<file path="src/rtl/font_rom_arbiter.sv">
// Round-robin arbiter sharing one synchronous font ROM among N_REQ text requesters.
// Grants are combinational with a per-owner burst cap, and read data returns two cycles later.
module font_rom_arbiter #(
   parameter int unsigned N_REQ     = 3,
   parameter int unsigned ADDR_W    = 11,
   parameter int unsigned DATA_W    = 8,
   parameter int unsigned BURST_MAX = 8
) (
   input  logic                    clk,
   input  logic                    rst,
   input  logic                    enable,
   input  logic [N_REQ-1:0]        req,
   input  logic [N_REQ*ADDR_W-1:0] addr,
   output logic [N_REQ-1:0]        gnt,
   output logic [N_REQ-1:0]        rd_valid,
   output logic [DATA_W-1:0]       rd_data,
   output logic [ADDR_W-1:0]       rom_addr,
   input  logic [DATA_W-1:0]       rom_data
);

   localparam int unsigned PW = (N_REQ > 1) ? $clog2(N_REQ) : 1;
   localparam int unsigned CW = $clog2(BURST_MAX + 1);
   localparam logic [CW-1:0] CntMax  = CW'(BURST_MAX);
   localparam logic [PW-1:0] LastIdx = PW'(N_REQ - 1);

   typedef enum logic {StIdle, StBurst} state_e;

   state_e            state_q;
   logic [PW-1:0]     ptr_q;
   logic [PW-1:0]     owner_q;
   logic [CW-1:0]     cnt_q;
   logic [N_REQ-1:0]  vld1_q;
   logic [N_REQ-1:0]  vld2_q;

   logic [PW-1:0]     owner_nxt;
   logic [PW-1:0]     base;
   logic              hold;
   logic              pick_any;
   logic [PW-1:0]     pick_idx;
   logic [PW-1:0]     gnt_idx;
   logic              grant_on;
   logic [ADDR_W-1:0] sel_addr;

   function automatic logic [PW-1:0] wrap_inc(input logic [PW-1:0] v);
      return (v == LastIdx) ? '0 : v + PW'(1);
   endfunction

   // Searching from owner+1 puts the owner last, which covers both the burst-cap
   // rotation (owner only if nobody else) and the owner-dropped case.
   always_comb begin
      owner_nxt = wrap_inc(owner_q);
      hold      = (state_q == StBurst) && req[owner_q] && (cnt_q < CntMax);
      base      = (state_q == StBurst) ? owner_nxt : ptr_q;
      pick_any  = 1'b0;
      pick_idx  = '0;
      for (int k = 0; k < int'(N_REQ); k++) begin
         int            j;
         logic [PW-1:0] idx;
         j = int'(base) + k;
         if (j >= int'(N_REQ)) j = j - int'(N_REQ);
         idx = PW'(j);
         if (!pick_any && req[idx]) begin
            pick_any = 1'b1;
            pick_idx = idx;
         end
      end
      gnt_idx  = hold ? owner_q : pick_idx;
      grant_on = (hold || pick_any) && enable && !rst;
      gnt      = '0;
      sel_addr = '0;
      for (int i = 0; i < int'(N_REQ); i++) begin
         if (grant_on && (gnt_idx == PW'(i))) begin
            gnt[i]   = 1'b1;
            sel_addr = addr[i*ADDR_W +: ADDR_W];
         end
      end
   end

   always_ff @(posedge clk) begin
      if (rst) begin
         state_q  <= StIdle;
         ptr_q    <= '0;
         owner_q  <= '0;
         cnt_q    <= '0;
         rom_addr <= '0;
         vld1_q   <= '0;
         vld2_q   <= '0;
      end else begin
         vld1_q <= gnt;
         vld2_q <= vld1_q;
         if (grant_on) rom_addr <= sel_addr;

         if (!enable) begin
            if (state_q == StBurst) begin
               state_q <= StIdle;
               ptr_q   <= owner_nxt;
               cnt_q   <= '0;
            end
         end else if (grant_on) begin
            state_q <= StBurst;
            owner_q <= gnt_idx;
            cnt_q   <= hold ? cnt_q + CW'(1) : CW'(1);
            if (state_q == StBurst && !hold) ptr_q <= owner_nxt;
         end else if (state_q == StBurst) begin
            state_q <= StIdle;
            ptr_q   <= owner_nxt;
            cnt_q   <= '0;
         end
      end
   end

   assign rd_valid = vld2_q;
   assign rd_data  = rom_data;

endmodule

</file>
<file path="config.mk">
export PLATFORM = sky130hd
export DESIGN_NAME = font_rom_arbiter
export DESIGN_NICKNAME = d
export VERILOG_FILES = /design/src/rtl/font_rom_arbiter.sv
export SDC_FILE = /design/constraint.sdc
export NUM_CORES = 1
export LEC_CHECK = 0
export CAP_MARGIN = 20
export CORE_UTILIZATION = 35
export CTS_CLUSTER_SIZE = 16
export DETAILED_ROUTE_END_ITERATION = 12
export PLACE_DENSITY = 0.67
export SLEW_MARGIN = 30
export SYNTH_ARGS = -nofsm -noshare
export SYNTH_HDL_FRONTEND = slang
export SYNTH_SLANG_ARGS = --single-unit
</file>
<file path="constraint.sdc">
create_clock -name clk -period 5.3 [get_ports clk]
set_input_delay 1.06 -clock clk [delete_from_list [all_inputs] [get_ports clk]]
set_output_delay 1.06 -clock clk [all_outputs]
set_load 0.1 [all_outputs]
</file>
# == Word-level counts from Yosys, hierarchy flattened ==
# Cells that the tools add are included.
# Widths: inputs -> output; s select.
# totals
ff_bits,26
inputBits,47
output_inout_bits,25
# classes
add_sub_neg,7
n_lt_le_gt_ge,8
n_eq_ne,4
muxes,34
bitwise,1
reduce_logical,18
# op_table
operator,count
$mux 11,3
$mux 2,12
$mux 4,4
$lt 2x3->1 const B,4
$mux 1,11
$logic_and 1x1->1,10
$bmux 1 s2,4
$ge 3x2->1 const B,2
$sub 2x2->2 const B,3
$add 4x1->4 const B,1
$eq 2x2->1 const B,2
$logic_not 1->1,4
$lt 4x4->1 const B,1
$add 2x1->3 const B,1
$add 2x2->3 const B,1
$ne 3x2->1 const B,1
$add 2x1->2 const B,1
$eq 2x1->1 const B,1
$ge 2x2->1 const B,1
$logic_not 2->1,1
$reduce_and 2->1,1
$reduce_or 2->1,1
$logic_or 1x1->1,1
$not 1->1,1

# == Depth between registers and ports, before layout ==
# Gate-level depths: netlist (run 1).
# depth
ltp_word,21
mapped_depth,11
ltp_nobuf,9

# == Least setup slack after synthesis (run 1) ==
# No wires, ideal clock.
# synth_path
path_kind,flip-flop to output port
start,register state_q
end,output gnt[1]
t_arrival_ps,3397
path_slack_ps,843
path_stages_with_launch,10
n_path_buf,1
cell_sequence,dfxtp_1 buf_6 nor3b_2 a21oi_1 ha_1 a22o_1 nor4_2 o221ai_2 a21o_2 nor2_1
# synth_via
elab_chain_len,17
elab_cells_between_ends,37
cone_classes,add/sub: 5; order compare: 3; eq/ne: 1; mux: 18; reduce/logical: 10
# synth_lines
item,line_no,text
"start, declared",28,state_e state_q;
"start signal, assigned",81,state_q <= StIdle;
"start signal, assigned",95,state_q <= StIdle;
"start signal, assigned",100,state_q <= StBurst;
"parallel branches: the longest is 15 deep, another holds $add 2x1->3",--,
$logic_and 1x1->1 *,72,if (grant_on && (gnt_idx == PW'(i))) begin
$mux 1 *,72,
"end, declared",14,"output logic [N_REQ-1:0] gnt,"
# Mark *: on every way between the ends. The select of a mux whose other input is x is not followed.

# == Worst setup path after layout (run 1) ==
# layout_path
start,register state_q
end,output gnt[0]
# The elaborated chain is that of the path after synthesis.

==> out/qor.yml, run 1 <==
status: "complete, no violations"
p_comb_share_pct: 48.3
r2r-start: "state_q$_SDFF_PP0_"
yosys.area_share.simple_pct: 20.8
rr_endpoint: "rom_addr[10]$_SDFFE_PP0N_"
final_nets: 291
fin_skew_ns: 0.00110
cp_max_fo: 13
worstHoldEndpoint: "rd_valid[2]$_SDFF_PP0_"
setup_tns_ns: 0
p_leak_nw: 0.873
worstPathRequired_ns: 4.24
ant_nets: 0
drt_iter0_markers: 108
yosysSeqAreaShare_pct: 29.2
pin_count: 72
drv_cap: 0
fill_cells: 456
clkPwrFrac_pct: 21.7
cp_top_family: "compound AO/OA/AOI/OAI gates"
power_density_nw_per_um2: 328
syn_inst: 200
rsz0062_at_grt: "false"
worstPathCellList: "nor3b_2 > a21oi_1 > ha_1 > a22o_1 > nor4_2 > o211ai_1 > o21ai_2 > inv_2 > and3_1 > buf_12"
synth_top_family_by_area: "compound AO/OA/AOI/OAI gates"
p_seq_share_pct: 30.0
ys.flop_type: "dfxtp_1"
worst_slew_pin_slew_ns: 0.980
period_needed_ns: 4.52
p_switching_uw: 333
syn_to_final_growth_pct: 33.8
crit_path_end_kind: "primary output"
use_met2_pct: 26.7
cts_inserted_buffers: 3
drt_wl_total_mm: 4.35
p_int_uw: 449
clockBufferDepth: 2
gp_congestion: 0.944
pre_cts_slack_ns: 0.836
use_met3_pct: 3.98
hold_class: "reg -> reg"
synthArstFlopShare_pct: 0
synth_compound_area_share_pct: 34.7
fmax_ghz: 0.221
holdBufCountCts: 0
slowest_stage: "dfxtp_1"
crit_type: "reg -> out"
grt_overflow: 0
drv_slew: 0
rows: 25
htreeDepth: 1
start_util_pct: 37.0
reg2reg_setup_slack_ns: 1.84
cts-root-buf: "clkbuf_8"
grt_max_degree: 16
ir_worst_vdd_mv: 0.145
drc: 0
synth_area_per_cell_um2: 8.92
final_cell_mix: "52 x clkdlybuf4s50_1, 26 x dfxtp_1, 18 x a21oi_1, 18 x nor2_1, 17 x inv_1"
netlist_top_cells_area: "dfxtp_1 29%, o32ai_2 9.1%, a211oi_2 7.0%"
hold_viol_final: 0
final_common_cell: "clkdlybuf4s50_1"
grt_pass1_vias: 1555
cp.arrival_ns: 3.46
fin_hold_ws_ns: 0.444
wl_per_cell_um: 14.1
cts_num_sinks: 26
clk_pin_slew_ns: 0.10
drive_gt1_share_pct: 19.9
ys.warnings.count: 0
cts_tree: "built"
busiest_layer: "met2"
antenna_found_initial: 0
via_per_inst: 5.17
port_buffers: 55
finalCritPeriodShare_pct: 85.2
finalSetupViolations: 0
detailed_place_hpwl_mm: 3.23
die_y_um: 73.4
synth_edf_count: 0
insertion_delay_ns: 0.28
timing.slew.headroom_pct: 34.5
muxShareOfSynthArea_pct: 1.89
reg2reg_depth: 10
grt_pass1_wl_mm: 7.20
die_width_um: 73.4
syn_nets: 249
synth_top_cell_by_area: "dfxtp_1"
switching_share_pct: 42.6
synth-adder-area-share_pct: 1.40
holdPathStages: 1
via_count: 1593
worst-path-buf-inv: 2
cp-start-kind: "flop"
die_area_um2: 5390
post-synth-top-area-fraction_pct: 29.2
syn_area_um2: 1780
post_cts_resize_count: 0
cts_setup_buffers: 0
track_usage_pct: 17.2
min_from: "vld1_q[2]$_SDFF_PP0_"
ys_types: 53
synth_xor_area_share_pct: 0
diodes: 0
grt_util_met1_pct: 23.5
finalPower_uw: 782
setup_slack_ns: 0.785
synth.ff_latch_count: 26
slowest_delay_ns: 0.60
core_area_um2: 4820
dr.pass1.iters: 4
-- Yosys cell counts (2+ instances only) --
library cell  number
mux2i_1            2
inv_1             17
nor3b_2            2
nand3_1            5
buf_4             11
nand2_1           14
or3b_1             3
buf_6              4
o32ai_2           10
and3_1             2
a31o_2             2
o211ai_1           3
nand4_1            2
o21ai_0            4
a31oi_1            2
or2_2              2
a21oi_1           18
nor2_1            18
dfxtp_1           26
a211oi_2          10
clkbuf_1           4
ha_1               2
nor2b_1            7
-- layout make-up --
class	count	area, um2	share of cell area, %
multi-input cells	136	1050	43.9
repair buffers	57	596	24.9
flip-flops and latches	26	520	21.8
well taps	67	83.8	3.51
inverters	18	67.6	2.83
clock buffers	3	41.3	1.73
clock inverters	1	30.0	1.26
-- worst reg2reg max path, stage by stage (launching register included) --
cell and delay, ns:
dfxtp_1 0.60, nor3b_2 0.37, a21oi_1 0.09, ha_1 0.40, a21boi_0 0.25, nor4_2 0.09, o21bai_1 0.73, o2bb2ai_2 0.20
buf_4 0.27, a211oi_1 0.11, o32ai_1 0.28
-- stage by stage --
stage                     util (%)  cells  area [um2]
final                         49.6    308        2390
after global routing          49.6    308        2390
after CTS                     49.6    308        2390
after detailed placement      48.1    304        2320
after global placement        48.1    304        2320
after floorplan                  -    200        1780
-- state kept, by name, summed over array words and instances, names as in the netlist --
register / flops
cnt_q: 4
ptr_q: 2
rom_addr: 11
vld1_q: 3
rd_valid: 3
state_q: 1
owner_q: 2
-- layer usage --
metal	vias up	share of wire [%]
met5	-	0
met4	0	1.2
met3	6	6.2
met2	51	45
met1	740	48
li1	796	-
-- kinds of logic after synthesis --
group	after synthesis
adder cells (fa/ha/maj)	2
AND/OR/NAND/NOR	66
multiplexers	3
flip-flops	26
AO/OA/AOI/OAI	65
buffers and inverters	38
-- power by group through the flow --
| stage | clock [mW] | sequential, mW | combinational [mW] |
|---|---|---|---|
| CTS | 0.175 | 0.234 | 0.379 |
| global placement | 0 | 0.238 | 0.376 |
| detailed placement | 0 | 0.238 | 0.377 |
| floorplan | 0 | 0.338 | 0.217 |
| finish | 0.170 | 0.234 | 0.378 |
| global route | 0.180 | 0.237 | 0.400 |
-- worst max path at each step --
stage                            start     end  slack [ns]  depth (start not counted)
floorplan           state_q$_SDFF_PP0_  gnt[1]        0.84                          9
global placement                req[2]  gnt[0]        0.86                          8
detailed placement              req[2]  gnt[0]        0.84                          8
CTS                 state_q$_SDFF_PP0_  gnt[0]        0.75                         10
global route        state_q$_SDFF_PP0_  gnt[0]        0.48                         10
finish              state_q$_SDFF_PP0_  gnt[0]        0.78                         10
Note: power is estimated with default switching activity, not from simulation.
==> run 2, diff against run 1 <==
--- a/config.mk
+++ b/config.mk
@@ -6,6 +6,7 @@
 export NUM_CORES = 1
 export LEC_CHECK = 0
 export CAP_MARGIN = 20
+export CORE_MARGIN = 8
 export CORE_UTILIZATION = 35
 export CTS_CLUSTER_SIZE = 16
 export DETAILED_ROUTE_END_ITERATION = 12
==> run 2 against run 1 <==
  * Via count is 1.6% lower
  * Count of clock-buffer cells in the layout stayed put
  * First-iteration DRC count is 6.5% lower
  * Fmax is 2.1% lower
  * Register-to-register slack worse by 0.04 ns
  * Sequential cell count stayed put
  * Non-clock buffer count is 2 higher
  * Clock skew is 0.00068 ns higher
  * Critical path depth is 1 lower
  * Die area is 42% higher
  * Power hardly changed
  * Largest power group unchanged
==> out/qor.yml, run 2 (same netlist as run 1, synthesis figures left out) <==
start_util_pct: 35.6  # was 37.0%
setup_tns_ns: 0  # unchanged
gp_congestion: 0.922  # was 0.944
grt_pass1_wl_mm: 8.04  # was 7.20 mm
largest_reg_flops: 11  # unchanged
drv_cap: 0  # unchanged
status: "complete, no violations"  # unchanged
rows: 26  # was 25
via_per_inst: 5.01  # was 5.17
holdPathStages: 1  # unchanged
grt_overflow: 0  # unchanged
reg2reg_depth: 10  # unchanged
worst_slew_pin_slew_ns: 0.992  # was 0.980 ns
final_common_cell: "clkdlybuf4s50_1"  # unchanged
worstPathRequired_ns: 4.24  # about the same
hold_viol_final: 0  # unchanged
htreeDepth: 1  # unchanged
reg2reg_setup_slack_ns: 1.80  # was 1.84 ns
fmax_ghz: 0.217  # was 0.221 GHz
fill_cells: 494  # was 456
crit_path_end_kind: "primary output"  # unchanged
antenna_found_initial: 0  # unchanged
fin_skew_ns: 0.00178  # was 0.00110 ns
clockBufferDepth: 2  # unchanged
final_cell_mix: "52 x clkdlybuf4s50_1, 26 x dfxtp_1, 18 x a21oi_1, 18 x nor2_1, 17 x inv_1"  # unchanged
drive_gt1_share_pct: 20.6  # was 19.9%
p_comb_share_pct: 48.7  # was 48.3%
die_area_um2: 7640  # was 5390 um2
drc: 0  # unchanged
rr_endpoint: "rom_addr[1]$_SDFFE_PP0N_"  # was rom_addr[10]$_SDFFE_PP0N_
drt_iter0_markers: 101  # was 108
track_usage_pct: 12.9  # was 17.2%
cts_setup_buffers: 0  # unchanged
cts_inserted_buffers: 3  # unchanged
core_area_um2: 5010  # was 4820 um2
p_seq_share_pct: 29.9  # was 30.0%
dp.cells: 309  # was 304
port_buffers: 55  # unchanged
critPathLaunch: "state_q$_SDFF_PP0_"  # unchanged
power_density_nw_per_um2: 325  # was 328 nW/um2
p_int_uw: 451  # was 449 uW
drt_wl_total_mm: 4.62  # was 4.35 mm
cts-root-buf: "clkbuf_8"  # unchanged
holdBufCountCts: 0  # unchanged
finalCritPeriodShare_pct: 87.0  # was 85.2%
period_needed_ns: 4.61  # was 4.52 ns
wl_per_cell_um: 14.8  # was 14.1 um
top_register: "rom_addr"  # unchanged
die_width_um: 87.4  # was 73.4 um
ant_nets: 0  # unchanged
timing.slew.headroom_pct: 33.6  # was 34.5%
via_count: 1568  # was 1593
die_y_um: 87.4  # was 73.4 um
hold_class: "reg -> reg"  # unchanged
worstHoldEndpoint: "rd_valid[1]$_SDFF_PP0_"  # was rd_valid[2]$_SDFF_PP0_
cp_max_fo: 13  # unchanged
detailed_place_hpwl_mm: 3.59  # was 3.23 mm
min_from: "vld1_q[1]$_SDFF_PP0_"  # was vld1_q[2]$_SDFF_PP0_
syn_to_final_growth_pct: 34.9  # was 33.8%
post_cts_resize_count: 0  # unchanged
crit_type: "reg -> out"  # unchanged
cts_tree: "built"  # unchanged
ir_worst_vdd_mv: 0.164  # was 0.145 mV
cts_num_sinks: 26  # unchanged
p_leak_nw: 0.882  # was 0.873 nW
dr.pass1.iters: 4  # unchanged
cp.arrival_ns: 3.55  # was 3.46 ns
clkPwrFrac_pct: 21.4  # was 21.7%
pin_count: 72  # unchanged
clk_pin_slew_ns: 0.09  # was 0.10 ns
grt_max_degree: 16  # unchanged
cp-start-kind: "flop"  # unchanged
rsz0062_at_grt: "false"  # unchanged
p_switching_uw: 330  # was 333 uW
reg.largest.list: "rom_addr: 11 flops, cnt_q: 4 flops"  # unchanged
grt_pass1_vias: 1751  # was 1555
final_cells: 313  # was 308
finalSetupViolations: 0  # unchanged
diodes: 0  # unchanged
switching_share_pct: 42.3  # was 42.6%
final_nets: 293  # was 291
insertion_delay_ns: 0.27  # was 0.28 ns
r2r-start: "state_q$_SDFF_PP0_"  # unchanged
drv_slew: 0  # unchanged
==> run 2: changes by cell type in the layout (fill, tap and decap cells not counted), sizes merged <==
cell  previous run  this run
buf              5         7
==> run 2: how the worst max path moves through the flow <==
stage | to | slack, ns | cells past startpoint
final | gnt[0] | 0.69 | 9
after global routing | gnt[0] | 0.38 | 9
after CTS | gnt[0] | 0.67 | 9
after detailed placement | gnt[0] | 0.77 | 7
after global placement | gnt[0] | 0.83 | 7
after floorplan | gnt[1] | 0.84 | 9
==> run 2: through the flow <==
| step | utilization (%) | total power [mW] | hold WS, ns | setup WS (ns) | instance area (um2) |
|---|---|---|---|---|---|
| final | 48.0 | 0.782 | 0.444 | 0.687 | 2410 |
| after global routing | 48.0 | 0.820 | 0.466 | 0.381 | 2410 |
| after CTS | 48.0 | 0.786 | 0.446 | 0.673 | 2410 |
| after detailed placement | 46.6 | 0.619 | 0.423 | 0.768 | 2330 |
| after global placement | 46.6 | 0.619 | 0.417 | 0.828 | 2330 |
| after floorplan | - | 0.555 | 0.414 | 0.843 | 1780 |
==> run 2: per-layer routing <==
layer / wire [um] / up-vias / global-route usage [%]
li1: - / 801 / -
met1: 2100 / 704 / 14.8
met2: 2040 / 54 / 21.0
met3: 410 / 9 / 5.19
met4: 65 / 0 / 4.53
met5: 0 / - / 0
==> run 2: power by group through the flow <==
stage          Sequential [mW]  Combinational, mW  Clock, mW
6_report                 0.234              0.381      0.167
2_1_floorplan            0.338              0.217          0
4_1_cts                  0.234              0.383      0.169
5_1_grt                  0.238              0.405      0.178
3_5_place_dp             0.238              0.382          0
3_3_place_gp             0.239              0.380          0
==> run 2: cell type report <==
type                       instances  area, um2  share of cell area, %
inverter                          18       67.6                   2.81
clock buffer                       3       41.3                   1.72
sequential                        26        520                   21.6
clock inverter                     1       30.0                   1.25
multi-input combinational        136       1050                   43.6
tap                               70       87.6                   3.64
timing repair buffer              59        611                   25.4
==> run 2: worst max-delay path, stage by stage (launching register included) <==
cell and delay (ns):
dfxtp_1 0.59, nor3b_2 0.38, a21oi_1 0.08, ha_1 0.41, a21boi_0 0.26, nor4_2 0.09, o21bai_1 0.69, o2bb2ai_2 0.30
and3_1 0.28, buf_12 0.19
==> run 3, diff against run 2 <==
--- a/config.mk
+++ b/config.mk
@@ -10,7 +10,7 @@
 export CORE_UTILIZATION = 35
 export CTS_CLUSTER_SIZE = 16
 export DETAILED_ROUTE_END_ITERATION = 12
-export PLACE_DENSITY = 0.67
+export PLACE_DENSITY = 0.74
 export SLEW_MARGIN = 30
 export SYNTH_ARGS = -nofsm -noshare
 export SYNTH_HDL_FRONTEND = slang
==> run 3 against run 2 <==
  * Register-to-register slack improved by 0.05 ns
  * Worst hold slack barely moved
  * Critical path depth did not move
  * Setup slack improved by 0.14 ns
  * Utilization did not move
  * Power fell by 0.44%
  * Fmax rose by 3.2%
  * Via count rose by 1.8%
  * Critical path type unchanged
  * Highest routed layer unchanged
==> out/qor.yml, run 3 (same netlist as run 1, synthesis figures left out) <==
crit_cells: 9  # unchanged
dpl_cell_area_um2: 2330  # unchanged
cp_top_family: "compound AO/OA/AOI/OAI gates"  # unchanged
ir_worst_vdd_mv: 0.164  # about the same
finalPower_uw: 778  # was 782 uW
pin_count: 72  # unchanged
drc: 0  # unchanged
dp.cells: 309  # unchanged
track_usage_pct: 12.0  # was 12.9%
design_area_um2: 2410  # unchanged
worstPathCellList: "nor3b_2 > a21oi_1 > ha_1 > a21boi_0 > nor4_2 > o21bai_1 > o2bb2ai_2 > and3_1 > buf_12"  # unchanged
p_leak_nw: 0.882  # unchanged
fmax_ghz: 0.224  # was 0.217 GHz
power_density_nw_per_um2: 323  # was 325 nW/um2
clk_pin_slew_ns: 0.09  # about the same
die_area_um2: 7640  # unchanged
cp-start-kind: "flop"  # unchanged
drv_cap: 0  # unchanged
htreeDepth: 1  # unchanged
gp_congestion: 0.846  # was 0.922
cp.arrival_ns: 3.41  # was 3.55 ns
reg2reg_depth: 10  # unchanged
setup_tns_ns: 0  # unchanged
final_common_cell: "clkdlybuf4s50_1"  # unchanged
worst-path-buf-inv: 1  # unchanged
final_cells: 313  # unchanged
post_cts_resize_count: 0  # unchanged
grt_max_degree: 16  # unchanged
syn_to_final_growth_pct: 34.9  # unchanged
largest_reg_flops: 11  # unchanged
crit_path_end_kind: "primary output"  # unchanged
antenna_found_initial: 0  # unchanged
timing.slew.headroom_pct: 33.3  # was 33.6%
die_y_um: 87.4  # unchanged
ant_nets: 0  # unchanged
slowest_stage: "o21bai_1"  # unchanged
worst_slew_pin_slew_ns: 0.998  # was 0.992 ns
core_area_um2: 5010  # unchanged
cts_setup_buffers: 0  # unchanged
drt_wl_total_mm: 4.72  # was 4.62 mm
drive_gt1_share_pct: 20.6  # unchanged
cts-root-buf: "clkbuf_8"  # unchanged
cp_max_fo: 13  # unchanged
top_register: "rom_addr"  # unchanged
port_buffers: 55  # unchanged
post-route-util_pct: 48.0  # unchanged
via_count: 1597  # was 1568
crit_type: "reg -> out"  # unchanged
grt_overflow: 0  # unchanged
slowest_delay_ns: 0.67  # was 0.69 ns
dr.pass1.iters: 4  # unchanged
insertion_delay_ns: 0.27  # about the same
start_util_pct: 35.6  # unchanged
rsz0062_at_grt: "false"  # unchanged
reg.largest.list: "rom_addr: 11 flops, cnt_q: 4 flops"  # unchanged
detailed_place_hpwl_mm: 3.69  # was 3.59 mm
cts_tree: "built"  # unchanged
drt_iter0_markers: 127  # was 101
period_needed_ns: 4.47  # was 4.61 ns
grt_pass1_wl_mm: 7.36  # was 8.04 mm
cts_num_sinks: 26  # unchanged
status: "complete, no violations"  # unchanged
worstPathRequired_ns: 4.24  # about the same
drv_slew: 0  # unchanged
clockBufferDepth: 2  # unchanged
fin_skew_ns: 0.00440  # was 0.00178 ns
wl_per_cell_um: 15.1  # was 14.8 um
holdBufCountCts: 0  # unchanged
hold_class: "reg -> reg"  # unchanged
die_width_um: 87.4  # unchanged
finalSetupViolations: 0  # unchanged
cts_inserted_buffers: 3  # unchanged
rows: 26  # unchanged
holdPathStages: 1  # unchanged
grt_pass1_vias: 1577  # was 1751
finalCritPeriodShare_pct: 84.3  # was 87.0%
via_per_inst: 5.10  # was 5.01
diodes: 0  # unchanged
hold_viol_final: 0  # unchanged
final_nets: 293  # unchanged
final_cell_mix: "52 x clkdlybuf4s50_1, 26 x dfxtp_1, 18 x a21oi_1, 18 x nor2_1, 17 x inv_1"  # unchanged
run 3: final timing paths:
path | from | to | slack, ns
worst max register to register | state_q$_SDFF_PP0_ | rom_addr[10]$_SDFFE_PP0N_ | 1.85
worst min register to register | vld1_q[2]$_SDFF_PP0_ | rd_valid[2]$_SDFF_PP0_ | 0.44
worst min-delay path | vld1_q[2]$_SDFF_PP0_ | rd_valid[2]$_SDFF_PP0_ | 0.44
worst max-delay path | state_q$_SDFF_PP0_ | gnt[0] | 0.83
run 3: stage by stage:
step	hold slack, ns	setup slack (ns)
2_1_floorplan	0.414	0.843
3_3_place_gp	0.426	0.886
3_5_place_dp	0.427	0.864
4_1_cts	0.450	0.857
5_1_grt	0.465	0.498
6_report	0.444	0.830
run 3: worst reg2reg max path: stages, from the launching register on:
cell	delay, ns
dfxtp_1	0.58
nor3b_2	0.39
a21oi_1	0.08
ha_1	0.40
a21boi_0	0.28
nor4_2	0.10
o21bai_1	0.67
o2bb2ai_2	0.20
buf_4	0.26
a211oi_1	0.10
o32ai_1	0.29
run 3: power by group:
part	switching (mW)	internal [mW]	total (mW)
Combinational	0.248	0.134	0.381
Sequential	0.0163	0.216	0.233
Clock	0.0629	0.101	0.164
run 3: cell type report:
type                       instances  area, um2
clock buffer                       3       41.3
clock inverter                     1       30.0
fill                             489       2600
inverter                          18       67.6
multi-input combinational        136       1050
sequential                        26        520
tap                               70       87.6
timing repair buffer              59        611
run 3: per-layer routing:
| metal | wire length, um | GRT usage, % | vias to the layer above |
|---|---|---|---|
| li1 | - | - | 801 |
| met2 | 2310 | 20.2 | 48 |
| met1 | 2040 | 13.8 | 746 |
| met5 | 0 | 0 | - |
| met3 | 342 | 4.72 | 2 |
| met4 | 26 | 2.50 | 0 |
